`src/rtl/addsub_serial.sv`:
```
// Multi-cycle WIDTH-bit adder/subtractor that processes SLICE bits per clock.
// It uses valid/ready on both sides and holds the result and flags until consumed.
module addsub_serial #(
    parameter int unsigned WIDTH = 32,
    parameter int unsigned SLICE = 8
) (
    input  logic             clk,
    input  logic             reset_n,
    input  logic             in_valid,
    output logic             in_ready,
    input  logic [WIDTH-1:0] a,
    input  logic [WIDTH-1:0] b,
    input  logic             carryin,
    input  logic             subtract,
    output logic             out_valid,
    input  logic             out_ready,
    output logic [WIDTH-1:0] sum,
    output logic             carryout,
    output logic             overflow,
    output logic             zero
);

    localparam int unsigned NSLICE = WIDTH / SLICE;
    localparam int unsigned IDXW   = (NSLICE > 1) ? $clog2(NSLICE) : 1;
    localparam logic [IDXW-1:0] LAST_IDX = IDXW'(NSLICE - 1);

    typedef enum logic [1:0] {
        StIdle,
        StBusy,
        StDone
    } state_e;

    state_e            r_state;
    state_e            w_state_next;

    logic [WIDTH-1:0]  r_opa;
    logic [WIDTH-1:0]  r_opb;
    logic [WIDTH-1:0]  r_sum;
    logic              r_carry;
    logic              r_cout;
    logic              r_ovf;
    logic              r_zero;
    logic [IDXW-1:0]   r_idx;

    logic              w_accept;
    logic              w_last;
    logic [SLICE:0]    w_slice_full;
    logic [SLICE-1:0]  w_slice_sum;
    logic              w_slice_cout;
    logic              w_msb_cin;
    logic [WIDTH-1:0]  w_sum_next;

    assign w_accept = in_valid && (r_state == StIdle);
    assign w_last   = (r_idx == LAST_IDX);

    // Operands shift right each clock, so the active slice is always the low SLICE bits.
    assign w_slice_full = {1'b0, r_opa[SLICE-1:0]} + {1'b0, r_opb[SLICE-1:0]}
                        + {{SLICE{1'b0}}, r_carry};
    assign w_slice_sum  = w_slice_full[SLICE-1:0];
    assign w_slice_cout = w_slice_full[SLICE];
    assign w_msb_cin    = r_opa[SLICE-1] ^ r_opb[SLICE-1] ^ w_slice_sum[SLICE-1];

    for (genvar s = 0; s < NSLICE; s++) begin : g_sum_slice
        assign w_sum_next[s*SLICE +: SLICE] = (r_idx == IDXW'(s)) ? w_slice_sum
                                                                  : r_sum[s*SLICE +: SLICE];
    end

    always_ff @(posedge clk or negedge reset_n) begin
        if (!reset_n) begin
            r_state <= StIdle;
        end else begin
            r_state <= w_state_next;
        end
    end

    always_comb begin
        w_state_next = r_state;
        unique case (r_state)
            StIdle: if (w_accept) w_state_next = StBusy;
            StBusy: if (w_last) w_state_next = StDone;
            StDone: if (out_ready) w_state_next = StIdle;
            default: w_state_next = StIdle;
        endcase
    end

    always_comb begin
        in_ready  = 1'b0;
        out_valid = 1'b0;
        unique case (r_state)
            StIdle: in_ready = 1'b1;
            StDone: out_valid = 1'b1;
            default: ;
        endcase
    end

    always_ff @(posedge clk or negedge reset_n) begin
        if (!reset_n) begin
            r_opa   <= '0;
            r_opb   <= '0;
            r_sum   <= '0;
            r_carry <= 1'b0;
            r_cout  <= 1'b0;
            r_ovf   <= 1'b0;
            r_zero  <= 1'b0;
            r_idx   <= '0;
        end else begin
            unique case (r_state)
                StIdle: begin
                    if (w_accept) begin
                        // Subtract is A + ~B + ~borrow; carry out then means "no borrow".
                        r_opa   <= a;
                        r_opb   <= b ^ {WIDTH{subtract}};
                        r_carry <= carryin ^ subtract;
                        r_idx   <= '0;
                    end
                end
                StBusy: begin
                    r_opa   <= r_opa >> SLICE;
                    r_opb   <= r_opb >> SLICE;
                    r_carry <= w_slice_cout;
                    r_sum   <= w_sum_next;
                    if (w_last) begin
                        r_cout <= w_slice_cout;
                        r_ovf  <= w_msb_cin ^ w_slice_cout;
                        r_zero <= (w_sum_next == '0);
                    end else begin
                        r_idx <= r_idx + IDXW'(1);
                    end
                end
                default: ;
            endcase
        end
    end

    assign sum      = r_sum;
    assign carryout = r_cout;
    assign overflow = r_ovf;
    assign zero     = r_zero;

endmodule

```
`config.mk`:
```
export PLATFORM = sky130hd
export DESIGN_NAME = addsub_serial
export DESIGN_NICKNAME = d
export VERILOG_FILES = /design/src/rtl/addsub_serial.sv
export SDC_FILE = /design/constraint.sdc
export NUM_CORES = 1
export LEC_CHECK = 0
export ABC_AREA = 1
export CORE_MARGIN = 2
export CORE_UTILIZATION = 54
export CTS_BUF_LIST = sky130_fd_sc_hd__clkbuf_4
export CTS_CLUSTER_DIAMETER = 40
export DETAILED_ROUTE_END_ITERATION = 16
export GPL_TIMING_DRIVEN = 1
export PLACE_DENSITY = 0.86
export SLEW_MARGIN = 20
export SYNTH_ARGS = -nofsm -noshare
export SYNTH_HDL_FRONTEND = slang
export SYNTH_SLANG_ARGS = --single-unit
export TNS_END_PERCENT = 1
```
`constraint.sdc`:
```
create_clock -name clk -period 3 [get_ports clk]
set_clock_uncertainty 0.1 [all_clocks]
set_input_delay 0.3 -clock clk [delete_from_list [all_inputs] [get_ports clk]]
set_output_delay 0.3 -clock clk [all_outputs]
set_load 0.02 [all_outputs]
```
==> reports/results.txt <==
fin crit period: 2.56 ns
ys async rst share: 1.00
sequential-to-total area share from yosys stat: 0.480
Via density: 5.38
first-pass GRT wire length: 21.9 mm
area grow syn2layout: 23.6%
Clock Pin Slew Worst Setup and Hold Paths: 0.19 ns
worst path arrival time: 2.87 ns
CP Capture Type: register
global route overflow: 0
Post-synth EDFFs: 0
Routed WL: 13.3 mm
combinational share of power: 0.584
critical path type: register to register
via count: 4761
Synth Instances: 654
Initial Utilization: 0.555
worst path required time: 3.30 ns
maximum clock frequency: 0.390 GHz
die height: 104 um
RePlAce Congestion: 0.934
Pleak: 3.08 nW
max-slew violations: 0
# IOs: 107
clock sinks: 104
largest net degree at the start of global routing: 57
sw power: 3.74 mW
initial antenna violation count: 0
site row count: 36
crit-path max FO: 4
filler instances: 798
Synthesized Nets: 737
vias in the first global route: 4615
status: completed
mapped cell area: 0.00543 sq mm
remaining antenna violation count: 0
Synth Flop Type: dfrtp_1
Power Dens Cells: 1140 mW/mm^2
DP HPWL: 9.93 mm
H-tree depth: 3
Max-cap violations: 0
number of synthesized register bits: 104
RSZ-0062 raised after global routing: false
layout cells sized above 1: 0.0691
Num CTS Buffers: 9
P_int: 3.91 mW
CTS tree: yes
cell taking the most area after synthesis: dfrtp_1
max_slew headroom: 0.404
maximum VDD drop: 0.456 mV
drt first pass iters: 6
part of the power in registers: 0.324
post-route DRC violation count: 0
Clock Root Buffer: clkbuf_4
post-synthesis average cell area: 8.30 sq um
DRT iter0 DRCs: 254
Synth cell types: 36
worst-skew pair later-pin latency: 0.46 ns
wire per inst: 15.0 um
top-count cell post-synth: nand2_1
Floorplan Core Area: 0.00977 sq mm
n_diodes: 0
Setup crit start kind: register
final setup fails: 0
Tcrit/Tclk final: 0.855
GRT Overall Usage: 0.252
Layout Cells excl Fill: 885
die area: 0.0109 sq mm
CTS Buffer Depth: 2
Syn. warnings: 0
top area cells in the synthesized netlist: dfrtp_1 48%, nand2_1 16%, xnor2_1 5.3%
min-delay worst type: input port to register
total negative slack: 0 ns
share of Yosys cell area claimed by the top area cell type: 0.480
clock network fraction of design power: 0.092
Synth top cells by count: 231 x nand2_1, 104 x dfrtp_1, 44 x inv_1
Worst-Margin Slew: 0.894 ns
Sw Share: 0.489
Placed Cells: 867
Die Wd: 104 um
setup bufs post-CTS: 0
Final Hold Vio Count: 0
port buffer count: 106
Total Nets Final: 830
==> registers in the layout, indices dropped and copies added, names as in the netlist <==
| name | cells |
|---|---|
| carryout | 1 |
| overflow | 1 |
| sum | 32 |
| zero | 1 |
| r_state | 2 |
| r_opb | 32 |
| r_opa | 32 |
| r_idx | 2 |
| r_carry | 1 |
==> worst max-delay path, cell delays in order (launching register included) <==
cell	delay [ns]
dfrtp_1	0.35
inv_1	0.07
fa_1	0.41
inv_1	0.13
fa_1	0.49
inv_1	0.11
nand2_1	0.06
nand2_1	0.10
nand2_1	0.05
nor2_1	0.09
nand2_1	0.06
nor2_1	0.09
nand3_1	0.07
nor2_1	0.11
nand2_1	0.05
nor2_1	0.09
nand2_1	0.05
nand2_1	0.05
==> metrics by stage <==
step            util  setup slack [ns]  total power [mW]  hold slack (ns)  cell area, sq um
6_report       0.686             0.436              7.65            0.252              6710
3_5_place_dp   0.669             0.462              6.91            0.254              6540
3_3_place_gp   0.669             0.514              6.73            0.248              6540
2_1_floorplan      -             0.714              5.49          -0.0956              5430
4_1_cts        0.684             0.446              7.60            0.232              6680
5_1_grt        0.686             0.225              8.29            0.216              6710
==> per-layer routing <==
metal / GRT usage / share of wire / up-vias
li1: - / - / 2309
met1: 0.307 / 0.42 / 2265
met2: 0.452 / 0.51 / 162
met3: 0.0464 / 0.050 / 25
met4: 0.0772 / 0.023 / 0
met5: 0 / 0 / -
==> layout by cell type, fill, tap and decap left out, types with 13 or more instances in the layout <==
master,n
o221ai_1,13
nand2_1,231
dfrtp_1,104
clkdlybuf4s50_1,104
o21ai_0,38
nand3_1,41
xnor2_1,33
inv_1,44
o211ai_1,15
nor2_1,31
==> final timing paths <==
path,startpoint,end,slack (ns),cells past startpoint
max in group asynchronous,reset_n,r_opb[7]$_DFFE_PN0P_,1.79,3
hold / removal,a[30],r_opa[30]$_DFFE_PN0P_,0.25,3
setup / recovery,r_opa[0]$_DFFE_PN0P_,zero$_DFFE_PN0P_,0.44,17
min in group asynchronous,reset_n,r_opa[26]$_DFFE_PN0P_,0.28,2
hold reg to reg,r_opb[29]$_DFFE_PN0P_,r_opb[29]$_DFFE_PN0P_,0.41,2
setup reg to reg,r_opa[0]$_DFFE_PN0P_,zero$_DFFE_PN0P_,0.44,17
==> final cells by class <==
type,instances,area (sq um),area share
timing repair buffer,114,1150,0.171
sequential,104,2600,0.388
inverter,50,188,0.0280
clock buffer,9,67.6,0.0101
multi-input combinational,468,2470,0.369
tap,133,166,0.0248
clock inverter,7,62.6,0.00932
==> kinds of logic after synthesis <==
logic type / synth area share
xor gates and xnor gates: 0.0549
and+or+nand+nor: 0.246
buffers and inverters: 0.0646
adders and majority gates: 0.0327
AOI/OAI and AO/OA: 0.123
DFF: 0.480
==> power groups by stage <==
stage                     clock [mW]  sequential [mW]  combinational (mW)
after floorplan                    0             2.64                2.85
after global placement             0             2.47                4.26
after detailed placement           0             2.50                4.40
after CTS                      0.715             2.47                4.41
after global routing           0.776             2.55                4.97
final                          0.702             2.48                4.47
==> timing repair <==
action	CTS	global route
endpoints found under the hold margin	48	0
gates resized for setup	0	0
hold buffers	1	0
Power figures use the tool's default switching activity.
